[src/rtl/rle_pkg.sv]
// Shared token and state definitions for the zero-run encoder path.
// The downstream packer and decoder model import these as well.
package rle_pkg;

   localparam logic TOK_LIT = 1'b0;
   localparam logic TOK_RUN = 1'b1;

   // Token layout: type bit sits directly above the DATA_W-wide payload.
   localparam int TOK_PAYLOAD_LSB = 0;

   typedef enum logic {
      S_COUNT = 1'b0,
      S_PEND  = 1'b1
   } rle_state_e;

endpackage

[src/rtl/rle_out_slot.sv]
// One-entry registered output slot with valid/ready handshake.
// Contents are held while out_valid && !out_ready; load wins over pop.
module rle_out_slot #(
   parameter int W = 10
) (
   input  logic         clk,
   input  logic         rst_n,
   input  logic         load,
   input  logic [W-1:0] load_data,
   input  logic         load_last,
   input  logic         out_ready,
   output logic         out_valid,
   output logic [W-1:0] out_data,
   output logic         out_last
);

   always_ff @(posedge clk or negedge rst_n) begin
      if (!rst_n) begin
         out_valid <= 1'b0;
         out_data  <= '0;
         out_last  <= 1'b0;
      end else if (load) begin
         out_valid <= 1'b1;
         out_data  <= load_data;
         out_last  <= load_last;
      end else if (out_ready) begin
         out_valid <= 1'b0;
      end
   end

endmodule

[src/rtl/zero_run_encoder.sv]
// Collapses zero runs in the thresholded coefficient stream into RUN tokens
// and passes nonzero coefficients through as LIT tokens.
module zero_run_encoder
   import rle_pkg::*;
#(
   parameter int DATA_W = 9,
   parameter int RUN_W  = 9
) (
   input  logic                     clk,
   input  logic                     rst_n,
   input  logic                     in_valid,
   output logic                     in_ready,
   input  logic signed [DATA_W-1:0] in_data,
   input  logic                     in_last,
   output logic                     out_valid,
   input  logic                     out_ready,
   output logic [DATA_W:0]          out_data,
   output logic                     out_last
);

   localparam logic [RUN_W-1:0] MAX_RUN = '1;

   rle_state_e        state, state_nxt;
   logic [RUN_W-1:0]  run, run_nxt, run_inc;
   logic [DATA_W-1:0] pend_data;
   logic              pend_last;
   logic              live;
   logic              slot_free, accept, is_zero, set_pend;
   logic              load, load_last;
   logic [DATA_W:0]   load_data;

   assign slot_free = !out_valid || out_ready;
   // live keeps in_ready low while reset is asserted and for the cycle it releases
   assign in_ready  = live && (state == S_COUNT) && slot_free;
   assign accept    = in_valid && in_ready;
   assign is_zero   = (in_data == '0);
   assign run_inc   = run + 1'b1;

   always_comb begin
      load      = 1'b0;
      load_data = '0;
      load_last = 1'b0;
      run_nxt   = run;
      state_nxt = state;
      set_pend  = 1'b0;
      if (state == S_PEND) begin
         if (out_valid && out_ready) begin
            load      = 1'b1;
            load_data = {TOK_LIT, pend_data};
            load_last = pend_last;
            state_nxt = S_COUNT;
         end
      end else if (accept) begin
         if (is_zero) begin
            if (in_last) begin
               load      = 1'b1;
               load_data = {TOK_RUN, DATA_W'(run_inc)};
               load_last = 1'b1;
               run_nxt   = '0;
            end else if (run_inc == MAX_RUN) begin
               load      = 1'b1;
               load_data = {TOK_RUN, DATA_W'(MAX_RUN)};
               run_nxt   = '0;
            end else begin
               run_nxt   = run_inc;
            end
         end else if (run == '0) begin
            load      = 1'b1;
            load_data = {TOK_LIT, in_data};
            load_last = in_last;
         end else begin
            // Flush the open run first; the literal waits one pop in S_PEND.
            load      = 1'b1;
            load_data = {TOK_RUN, DATA_W'(run)};
            run_nxt   = '0;
            set_pend  = 1'b1;
            state_nxt = S_PEND;
         end
      end
   end

   always_ff @(posedge clk or negedge rst_n) begin
      if (!rst_n) begin
         state     <= S_COUNT;
         run       <= '0;
         pend_data <= '0;
         pend_last <= 1'b0;
         live      <= 1'b0;
      end else begin
         live  <= 1'b1;
         state <= state_nxt;
         run   <= run_nxt;
         if (set_pend) begin
            pend_data <= in_data;
            pend_last <= in_last;
         end
      end
   end

   rle_out_slot #(.W(DATA_W + 1)) u_slot (
      .clk       (clk),
      .rst_n     (rst_n),
      .load      (load),
      .load_data (load_data),
      .load_last (load_last),
      .out_ready (out_ready),
      .out_valid (out_valid),
      .out_data  (out_data),
      .out_last  (out_last)
   );

endmodule

[config.mk]
export PLATFORM = sky130hd
export DESIGN_NAME = zero_run_encoder
export DESIGN_NICKNAME = d
export VERILOG_FILES = /design/src/rtl/rle_pkg.sv /design/src/rtl/rle_out_slot.sv /design/src/rtl/zero_run_encoder.sv
export SDC_FILE = /design/constraint.sdc
export NUM_CORES = 1
export LEC_CHECK = 0
export ABC_AREA = 1
export CAP_MARGIN = 5
export CELL_PAD_IN_SITES_DETAIL_PLACEMENT = 1
export CELL_PAD_IN_SITES_GLOBAL_PLACEMENT = 1
export CORE_UTILIZATION = 43
export CTS_CLUSTER_SIZE = 24
export DETAILED_ROUTE_END_ITERATION = 16
export GPL_TIMING_DRIVEN = 1
export MAX_ROUTING_LAYER = met4
export PLACE_DENSITY = 0.88
export REMOVE_ABC_BUFFERS = 1
export SLEW_MARGIN = 20
export SYNTH_ARGS = -nofsm -noshare
export SYNTH_HDL_FRONTEND = slang
export SYNTH_HIERARCHICAL = 1
export SYNTH_SLANG_ARGS = --single-unit
[constraint.sdc]
create_clock -name clk -period 4.15 [get_ports clk]
set_input_delay 0.6225 -clock clk [delete_from_list [all_inputs] [get_ports clk]]
set_output_delay 0.6225 -clock clk [all_outputs]
set_load 0.01 [all_outputs]
**After elaboration in Yosys (flattened, before gate mapping)**

Index checks and enable logic that the tools add are counted.

- Input port bits: 14
- Register bits after elaboration: 33

- Multiplexer cells: 31
- Reduce and logical (&&, ||, !) cells: 10
- Add/subtract/negate cells: 1
- Bitwise gates (word level): 1
- Equality and inequality tests: 2

Operator list:

| cell | count |
|---|---|
| $mux 10 | 6 |
| $mux 9 | 5 |
| $mux 1 | 20 |
| $logic_not 9->1 | 2 |
| $add 9x1->9 const B | 1 |
| $eq 9x9->1 const B | 1 |
| $logic_and 1x1->1 | 4 |
| $reduce_and 3->1 | 1 |
| $ne 2x2->1 const B | 1 |
| $reduce_bool 2->1 | 1 |
| $logic_not 1->1 | 1 |
| $logic_or 1x1->1 | 1 |
| $not 1->1 | 1 |

**Depth between registers and ports, before layout**

Gate-level depths: netlist of run 1.

- Word-level depth: 8
- Depth in mapped cells: 15

**Modules after synthesis**

The synthesis of run 1 kept the hierarchy.

Modules (own cells, without submodules):

| module | area each (µm²) | instances | cells an instance |
|---|---|---|---|
| zero_run_encoder | 1,507.7 | 1 | 210 |
| rle_out_slot | 457.9 | 1 | 51 |

**Least setup slack after synthesis of run 1**

No wires, ideal clock.

- Path kind: in2reg
- Start: input in_data[2]
- End: register u_slot.out_data[9]
- Arrival: 1.939 ns
- Path slack: 2.095 ns
- Setup time: 0.117 ns
- Path buffers: 1
- Stages: 11
- Cells stage by stage: nor2_1 -> nand4_1 -> nor2_4 -> inv_1 -> nor2_2 -> nand2_4 -> nand2_4 -> o21ai_0 -> buf_4 -> nand2_1 -> nand2_1

- Cells in the longest elaborated chain, start to end: 4

RTL lines:

| element | line | RTL |
|---|---|---|
| start: declaration | zero_run_encoder.sv:13 | `input logic signed [DATA_W-1:0] in_data,` |
| $logic_not 9->1 | zero_run_encoder.sv:36 | `assign is_zero = (in_data == '0);` |
| $mux 1 | zero_run_encoder.sv:54 | `if (is_zero) begin` |
| $mux 1 | zero_run_encoder.sv:53 | `end else if (accept) begin` |
| $mux 1 | zero_run_encoder.sv:46 | `if (state == S_PEND) begin` |
| net load | zero_run_encoder.sv:29 | `logic load, load_last;` |
| end signal: assignment | rle_out_slot.sv:24 | `out_data <= load_data;` |
| end: declaration | rle_out_slot.sv:13 | `output logic [W-1:0] out_data,` |

The timed path passes the listed nets, and every way through them passes these cells.
A chain may end at the register's enable or synchronous reset.

**Final worst setup path of run 1**

- Start: input out_ready
- End: register u_slot.out_data[3]

- Cells in the longest elaborated chain, start to end: 5

RTL lines:

| element | line | RTL |
|---|---|---|
| start: declaration | zero_run_encoder.sv:16 | `input logic out_ready,` |
| $logic_or 1x1->1 | zero_run_encoder.sv:32 | `assign slot_free = !out_valid \|\| out_ready;` |
| $logic_and 1x1->1 | zero_run_encoder.sv:34 | `assign in_ready = live && (state == S_COUNT) && slot_free;` |
| $logic_and 1x1->1 | zero_run_encoder.sv:35 | `assign accept = in_valid && in_ready;` |
| $mux 1 | zero_run_encoder.sv:53 |  |
| $mux 1 (*) | zero_run_encoder.sv:46 |  |
| net load | zero_run_encoder.sv:29 |  |

Mark *: on every way through the listed nets, which the timed path passes. The rest lies on a longest branch.

==> flow_metrics.tcl, run 1 <==
set metrics [dict create \
    outcome "finished clean" \
    synth.avg_cell_area_um2 7.53 \
    worstMarginPinSlew_ns 0.699 \
    crit_required_ns 4.33 \
    numCtsBuffers 5 \
    power.leakage_nw 1.14 \
    multiInputGateArea_um2 968 \
    crit_fanout 14 \
    post-route-period-util 0.657 \
    tritoncts "yes" \
    postRouteAntennaNets 0 \
    drt_iter0_markers 116 \
    yosysTopAreaCell "dfrtp_1" \
    initial_core_util 0.448 \
    fin_setup_tns_ns 0 \
    p_per_area_mw_per_mm2 691 \
    htreeDepth 2 \
    clock-sinks 33 \
    grt_pass1_wl_mm 9.29 \
    hpwlAfterDp_mm 3.93 \
    core-area_mm2 0.00438 \
    post_cts_buffers 0 \
    grt_pass1_vias 1929 \
    cp_data_arrival_time_ns 2.90 \
    drv_slew 0 \
    die_h_um 69.6 \
    hold_violations 0 \
    critPathLaunchType "input port" \
    cts.path.max_buffers 2 \
    netlist.area_leader.share 0.420 \
    io_buffer_count 26 \
    avgRoutedWirePerCell_um 15.3 \
    num_io_pins 27 \
    cts_resized 0 \
    grt_max_degree 34 \
    synth-seq-area-share 0.420 \
    clockRootBuffer "clkbuf_8" \
    rsz0062_at_grt "false" \
    antenna_found_initial 0 \
    place.gp.congestion 0.907 \
    layout.nets 306 \
    setup_viol 0 \
    final_common_cell "nand2_1" \
    diodes 0 \
    netlist_top_cells_area "dfrtp_1, nand2_1, inv_1, nand3_1, nor2_4" \
    drive_above_1_share 0.121 \
    die_w_um 69.6 \
    fin_worst_skew_ns 0.00576 \
    max-cap-violations 0 \
    fin_util 0.533 \
    via_per_inst 5.20 \
    slew_headroom 0.531 \
    r2r_slack_ns 1.55 \
    grt_usage 0.250 \
    critPathKind "input port to flop" \
    first_pass_iters 4 \
    ff_latch_area_um2 826 \
    syn-cell-area_mm2 0.00197 \
    ys_ff_latch 33 \
    min_period_ns 2.73 \
    worst_setup_path_end_kind "flop" \
    fillers 580 \
    cts.clk_slew.worst_paths_ns 0.07 \
    rows 24 \
    num_vias 1777 \
    fin_hold_ws_ns 0.474 \
    final_cell_mix "nand2_1, dfrtp_1, inv_1" \
    total_power_mw 1.62 \
    dieArea_mm2 0.00485 \
    irDropWorstVdd_v 0.000280 \
    clkLatencyLatePin_ns 0.29 \
    drc 0 \
    hold_buffers 0 \
    routed_wl_mm 5.25 \
    fmax_mhz 367 \
    ys_types 29 \
    syn_inst 261 \
    grt-ovfl-total 0 \
    yosysWarnings 6 \
    area_growth_pct 18.9 \
    hp-class "flop to flop" \
]
==> worst max-delay path, cell delays in order <==
cell and delay, ns:
clkdlybuf4s50_1 0.51, inv_1 0.07, a21oi_2 0.16, nand2_1 0.11, inv_1 0.42, nand2_4 0.16, o21ai_1 0.42, inv_2 0.25
nand2_1 0.12, nand2_1 0.06
==> Yosys cell counts, drive strengths merged <==
master	number
o21ai	26
a22oi	2
nand4	6
dfrtp	33
buf	5
a32o	1
ha	3
mux2	1
nand2	101
nand3	21
inv	34
o22ai	3
nor2	15
a21oi	3
clkbuf	1
o211ai	5
conb	1
==> path summary, 6_finish.rpt <==
check                                      to          startpoint  depth (start not counted)
setup / recovery           u_slot/out_data[3]           out_ready                         10
setup reg to reg           u_slot/out_data[3]              run[0]                         13
hold reg to reg            u_slot/out_data[5]  u_slot/out_data[5]                          2
hold / removal             u_slot/out_data[5]  u_slot/out_data[5]                          2
max in group asynchronous              run[4]               rst_n                          2
min in group asynchronous  u_slot/out_data[3]               rst_n                          2
==> area by class of cell <==
| class | count | share of cell area |
|---|---|---|
| Clock buffer | 6 | 0.0310 |
| Clock inverter | 2 | 0.00428 |
| Inverter | 34 | 0.0546 |
| Multi-Input combinational cell | 188 | 0.414 |
| Sequential cell | 33 | 0.353 |
| Tap cell | 52 | 0.0278 |
| Timing Repair Buffer | 27 | 0.115 |
==> power breakdown <==
part / switching [mW] / internal, mW / total, mW / leakage [nW]
clock network: 0.119 / 0.116 / 0.235 / 0.0450
registers: 0.106 / 0.456 / 0.562 / 0.433
logic: 0.498 / 0.320 / 0.819 / 0.662
total: 0.723 / 0.892 / 1.62 / 1.14
==> metrics by stage <==
stage | cell area (um^2) | std cells | setup slack [ns]
2_1_floorplan | 1920 | 255 | 1.86
4_1_cts | 2340 | 342 | 1.21
5_1_grt | 2340 | 342 | 1.23
3_3_place_gp | 2250 | 334 | 1.08
6_report | 2340 | 342 | 1.42
3_5_place_dp | 2250 | 334 | 0.933
==> flip-flops by register name, summed over array words and instances, names as in the netlist <==
signal            cells
pend_last             1
run                   9
u_slot/out_last       1
u_slot/out_valid      1
pend_data             9
u_slot/out_data      10
state                 1
live                  1
==> layer usage <==
metal / share of wire / track usage / wire [um]
met1: 0.46 / 0.305 / 2410
met2: 0.50 / 0.421 / 2610
met3: 0.025 / 0.0509 / 132
met4: 0.018 / 0.0689 / 93
met5: 0 / - / 0
==> cells by family after synthesis <==
kind of cell | count (synthesis) | share of synthesized area
AND/OR/NAND/NOR | 143 | 0.337
AO/OA/AOI/OAI | 40 | 0.127
buffers and inverters | 40 | 0.0872
flip-flops | 33 | 0.420
adder cells (fa/ha/maj) | 3 | 0.0191
multiplexers | 1 | 0.00764
other | 1 | 0.00191
No activity file was read; power rests on OpenSTA's default activity.
==> run 2, diff against run 1 <==
--- a/config.mk
+++ b/config.mk
@@ -9,12 +9,12 @@
 export CAP_MARGIN = 5
 export CELL_PAD_IN_SITES_DETAIL_PLACEMENT = 1
 export CELL_PAD_IN_SITES_GLOBAL_PLACEMENT = 1
-export CORE_UTILIZATION = 43
+export CORE_UTILIZATION = 36
 export CTS_CLUSTER_SIZE = 24
 export DETAILED_ROUTE_END_ITERATION = 16
 export GPL_TIMING_DRIVEN = 1
 export MAX_ROUTING_LAYER = met4
-export PLACE_DENSITY = 0.88
+export PLACE_DENSITY = 0.79
 export REMOVE_ABC_BUFFERS = 1
 export SLEW_MARGIN = 20
 export SYNTH_ARGS = -nofsm -noshare
==> constraint.sdc (replaced) <==
create_clock -name clk -period 2.5 [get_ports clk]
set_input_delay 0.375 -clock clk [delete_from_list [all_inputs] [get_ports clk]]
set_output_delay 0.375 -clock clk [all_outputs]
set_load 0.01 [all_outputs]
==> flow_metrics.tcl, run 2 (synthesis gave the netlist of run 1 again) <==
set metrics [dict create \
    fmax_mhz 452 \
    place.gp.congestion 0.872 \
    slowest_delay_ns 0.45 \
    grt_pass1_wl_mm 8.74 \
    htreeDepth 2 \
    max-cap-violations 0 \
    path_cells "ha_1 > nand3_1 > o21ai_1 > nand2_1 > nor2_2 > nand3_4 > nand2_4 > nand2_4 > o21ai_0 > buf_4 > nand2_1 > nand2_1" \
    num_io_pins 27 \
    seqPwrFrac 0.343 \
    drt_iter0_markers 51 \
    largest_reg_flops 10 \
    initial_core_util 0.380 \
    area_growth_pct 22.4 \
    path_delay_family "simple AND/OR/NAND/NOR gates" \
    via_per_inst 4.99 \
    critPathKind "flop to flop" \
    avgRoutedWirePerCell_um 14.7 \
    fillers 658 \
    postRouteAntennaNets 0 \
    rsz0062_at_grt "false" \
    clkLatencyLatePin_ns 0.29 \
    layout.nets 312 \
    fin_hold_ws_ns 0.471 \
    r2r_slack_ns 0.29 \
    grt-ovfl-total 0 \
    hpwlAfterDp_mm 4.31 \
    fin_worst_skew_ns 0.00774 \
    hold_buffers 0 \
    core-area_mm2 0.00517 \
    rows 26 \
    drc 0 \
    clockRootBuffer "clkbuf_8" \
    top_register "u_slot/out_data" \
    dpl-instance-area_mm2 0.00232 \
    cts.path.max_buffers 2 \
    power.leakage_nw 1.17 \
    clockPowerShare 0.148 \
    final_cell_mix "nand2_1, dfrtp_1, inv_1" \
    pwr-share-comb 0.509 \
    die_w_um 75.9 \
    critical_path_buf_inv_count 1 \
    multiInputGateArea_um2 968 \
    power.internal_mw 1.51 \
    numCtsBuffers 5 \
    irDropWorstVdd_v 0.000442 \
    tritoncts "yes" \
    outcome "finished clean" \
    num_vias 1826 \
    first_pass_iters 4 \
    cp_common_cell "nand2_1" \
    reg.largest.list "u_slot/out_data: 10 flops, pend_data: 9 flops, run: 9 flops" \
    cts.clk_slew.worst_paths_ns 0.07 \
    clock-sinks 33 \
    antenna_found_initial 0 \
    hold_violations 0 \
    p_per_area_mw_per_mm2 1130 \
    drv_slew 0 \
    swShare 0.447 \
    post-route-period-util 0.885 \
    diodes 0 \
    critPathLaunchType "flop" \
    io_buffer_count 26 \
    crit_fanout 11 \
    cts_resized 0 \
    setup_viol 0 \
    cp_data_arrival_time_ns 2.44 \
    finalWorstSetupSlack_ns 0.287 \
    die_h_um 75.9 \
    final_common_cell "nand2_1" \
    p_switching_mw 1.22 \
    grt_usage 0.217 \
    design_area_mm2 0.00241 \
    min_period_ns 2.21 \
    critical-path-slowest-cell "dfrtp_2" \
    dieArea_mm2 0.00576 \
    place_worst_setup_slack_ns 0.141 \
    fin_setup_tns_ns 0 \
    grt_max_degree 34 \
    hp-class "flop to flop" \
    post_cts_buffers 0 \
    ff_latch_area_um2 827 \
    routed_wl_mm 5.38 \
    fin_cells 366 \
    grt_pass1_vias 1802 \
    crit_required_ns 2.73 \
    post-place-cells 358 \
    worst_setup_path_end_kind "flop" \
    drive_above_1_share 0.142 \
]
==> run 2: cell types whose count changed in the layout (fill, tap and decap cells not counted), sizes merged <==
cell  previous run  this run
buf              1         7
==> run 2: layout make-up <==
class | instances | share of cell area
sequential | 33 | 0.344
tap | 70 | 0.0364
timing repair buffer | 33 | 0.130
multi-input combinational | 188 | 0.402
clock inverter | 2 | 0.00416
clock buffer | 6 | 0.0302
inverter | 34 | 0.0530
==> run 2: power groups by stage <==
stage / Sequential (mW) / Combinational [mW] / Clock [mW]
2_1_floorplan: 0.940 / 0.853 / 0
3_3_place_gp: 0.926 / 1.36 / 0
3_5_place_dp: 0.943 / 1.40 / 0
4_1_cts: 0.935 / 1.40 / 0.414
5_1_grt: 0.960 / 1.56 / 0.433
6_report: 0.935 / 1.39 / 0.402
==> run 2: worst paths after layout <==
check,cells past startpoint,startpoint,to
min reg2reg,2,u_slot/out_data[6],u_slot/out_data[6]
min,2,u_slot/out_data[6],u_slot/out_data[6]
min in group asynchronous,2,rst_n,u_slot/out_valid
max reg2reg,12,run[0],u_slot/out_data[5]
max in group asynchronous,2,rst_n,run[0]
max,12,run[0],u_slot/out_data[5]
==> run 2: worst min-delay path: stages (launching register included) <==
cell	delay, ns
dfrtp_1	0.34
nand2_1	0.05
nand2_1	0.05
==> run 2: per-layer routing <==
| metal | up-vias | share of wire | GRT usage |
|---|---|---|---|
| met4 | 0 | 0.017 | 0.0802 |
| met1 | 888 | 0.45 | 0.250 |
| met3 | 10 | 0.028 | 0.0397 |
| li1 | 899 | - | - |
| met5 | - | 0 | - |
| met2 | 29 | 0.51 | 0.375 |
==> run 2: per-stage QoR <==
step	util	total power, mW
2_1_floorplan	-	1.79
3_3_place_gp	0.449	2.28
3_5_place_dp	0.449	2.34
4_1_cts	0.465	2.75
5_1_grt	0.465	2.95
6_report	0.465	2.72
==> run 3, diff against run 2 <==
--- a/config.mk
+++ b/config.mk
@@ -9,14 +9,13 @@
 export CAP_MARGIN = 5
 export CELL_PAD_IN_SITES_DETAIL_PLACEMENT = 1
 export CELL_PAD_IN_SITES_GLOBAL_PLACEMENT = 1
+export CORE_MARGIN = 2
 export CORE_UTILIZATION = 36
 export CTS_CLUSTER_SIZE = 24
 export DETAILED_ROUTE_END_ITERATION = 16
 export GPL_TIMING_DRIVEN = 1
-export MAX_ROUTING_LAYER = met4
 export PLACE_DENSITY = 0.79
 export REMOVE_ABC_BUFFERS = 1
-export SLEW_MARGIN = 20
 export SYNTH_ARGS = -nofsm -noshare
 export SYNTH_HDL_FRONTEND = slang
 export SYNTH_HIERARCHICAL = 1
==> flow_metrics.tcl, run 3 (synthesis gave the netlist of run 1 again) <==
set metrics [dict create \
    outcome "finished clean" \
    clkLatencyLatePin_ns 0.28 \
    place.gp.congestion 0.846 \
    grt_pass1_wl_mm 9.36 \
    tritoncts "yes" \
    rr_startpoint "run[0]" \
    reg.largest.list "u_slot/out_data: 10 flops, pend_data: 9 flops, run: 9 flops" \
    critPathLaunchType "flop" \
    cts_resized 0 \
    fin_worst_skew_ns 0.00464 \
    fmax_mhz 454 \
    drc 0 \
    rsz0062_at_grt "false" \
    rows 26 \
    top_register "u_slot/out_data" \
    first_pass_iters 4 \
    core-area_mm2 0.00517 \
    dieArea_mm2 0.00607 \
    num_vias 1827 \
    via_per_inst 4.99 \
    num_io_pins 27 \
    final_common_cell "nand2_1" \
    hold_violations 0 \
    max-cap-violations 0 \
    die_w_um 77.9 \
    path_cells "ha_1 > nand2_1 > inv_1 > nand2_1 > nand2_1 > nor2_2 > nand3_4 > nand2_4 > nand2_4 > o21ai_0 > buf_4 > nand2_1 > nand2_1" \
    drt_iter0_markers 89 \
    layout.nets 312 \
    grt_usage 0.194 \
    cts.path.max_buffers 2 \
    area_growth_pct 22.4 \
    crit_fanout 11 \
    irDropWorstVdd_v 0.000453 \
    post-route-period-util 0.881 \
    critical-path-slowest-cell "dfrtp_2" \
    p_per_area_mw_per_mm2 1140 \
    cts.clk_slew.worst_paths_ns 0.07 \
    clock-sinks 33 \
    postRouteAntennaNets 0 \
    slowest_delay_ns 0.46 \
    numCtsBuffers 5 \
    grt_pass1_vias 1968 \
    fin_setup_tns_ns 0 \
    ff_latch_area_um2 827 \
    initial_core_util 0.380 \
    drv_slew 0 \
    min_delay_path_depth 2 \
    grt_max_degree 34 \
    r2r_slack_ns 0.30 \
    min_period_ns 2.20 \
    final_cell_mix "nand2_1, dfrtp_1, inv_1" \
    hpwlAfterDp_mm 4.22 \
    io_buffer_count 26 \
    fillers 653 \
    largest_reg_flops 10 \
    critPathKind "flop to flop" \
    finalWorstSetupSlack_ns 0.298 \
    setup_viol 0 \
    critical_path_buf_inv_count 2 \
    grt-ovfl-total 0 \
    worst_setup_path_end_kind "flop" \
    avgRoutedWirePerCell_um 14.7 \
    antenna_found_initial 0 \
    routed_wl_mm 5.37 \
    reg2reg_depth 13 \
    crit_required_ns 2.72 \
    hp-class "flop to flop" \
    multiInputGateArea_um2 968 \
    post_cts_buffers 0 \
    rr_endpoint "u_slot/out_data[5]" \
    cp_common_cell "nand2_1" \
    htreeDepth 2 \
    drive_above_1_share 0.142 \
    place_worst_setup_slack_ns 0.186 \
    hp-start "u_slot/out_data[9]" \
    die_h_um 77.9 \
    hold_end "u_slot/out_data[9]" \
    clockRootBuffer "clkbuf_8" \
    cp_data_arrival_time_ns 2.43 \
    power.leakage_nw 1.17 \
    hold_buffers 0 \
    path_delay_family "simple AND/OR/NAND/NOR gates" \
    diodes 0 \
]
-- run 3: metrics by stage --
| stage | power, mW | util | cells | instance area (um^2) | hold WS [ns] |
|---|---|---|---|---|---|
| after floorplan | 1.79 | - | 255 | 1920 | 0.0794 |
| after global placement | 2.29 | 0.449 | 358 | 2320 | 0.454 |
| after detailed placement | 2.34 | 0.449 | 358 | 2320 | 0.457 |
| after CTS | 2.77 | 0.465 | 366 | 2400 | 0.475 |
| after global routing | 2.99 | 0.465 | 366 | 2410 | 0.504 |
| final | 2.75 | 0.465 | 366 | 2410 | 0.471 |
-- run 3: where the power goes --
part / internal [mW] / switching [mW] / total (mW)
clock: 0.193 / 0.200 / 0.393
combinational: 0.554 / 0.858 / 1.41
sequential: 0.757 / 0.184 / 0.941
-- run 3: worst max-delay path by stage --
| stage | startpoint | endpoint | slack, ns | cells after the start |
|---|---|---|---|---|
| global placement | in_data[0] | u_slot/out_data[1] | 0.26 | 12 |
| finish | run[0] | u_slot/out_data[5] | 0.30 | 13 |
| global route | run[1] | u_slot/out_data[5] | 0.03 | 12 |
| detailed placement | in_data[0] | u_slot/out_data[5] | 0.19 | 12 |
| floorplan | run[0] | u_slot/out_data[0] | 0.30 | 13 |
| CTS | run[0] | u_slot/out_data[5] | 0.21 | 12 |
-- run 3: layout make-up --
type                    count  share of cell area
multi-input cells         188               0.402
flip-flops and latches     33               0.344
repair buffers             33               0.130
inverters                  34              0.0530
well taps                  70              0.0364
clock buffers               6              0.0302
clock inverters             2             0.00416
-- run 3: routing by layer --
layer  track usage  routed length [um]  vias up
met5             0                   0        -
met3        0.0395                 196        4
met4        0.0368                  42        0
li1              -                   -      900
met1         0.236                2360      883
met2         0.353                2770       40
-- run 3: tightest hold or removal path: stages, from the launching register on --
cell and delay [ns]:
dfrtp_1 0.34, nand2_1 0.05, nand2_1 0.05
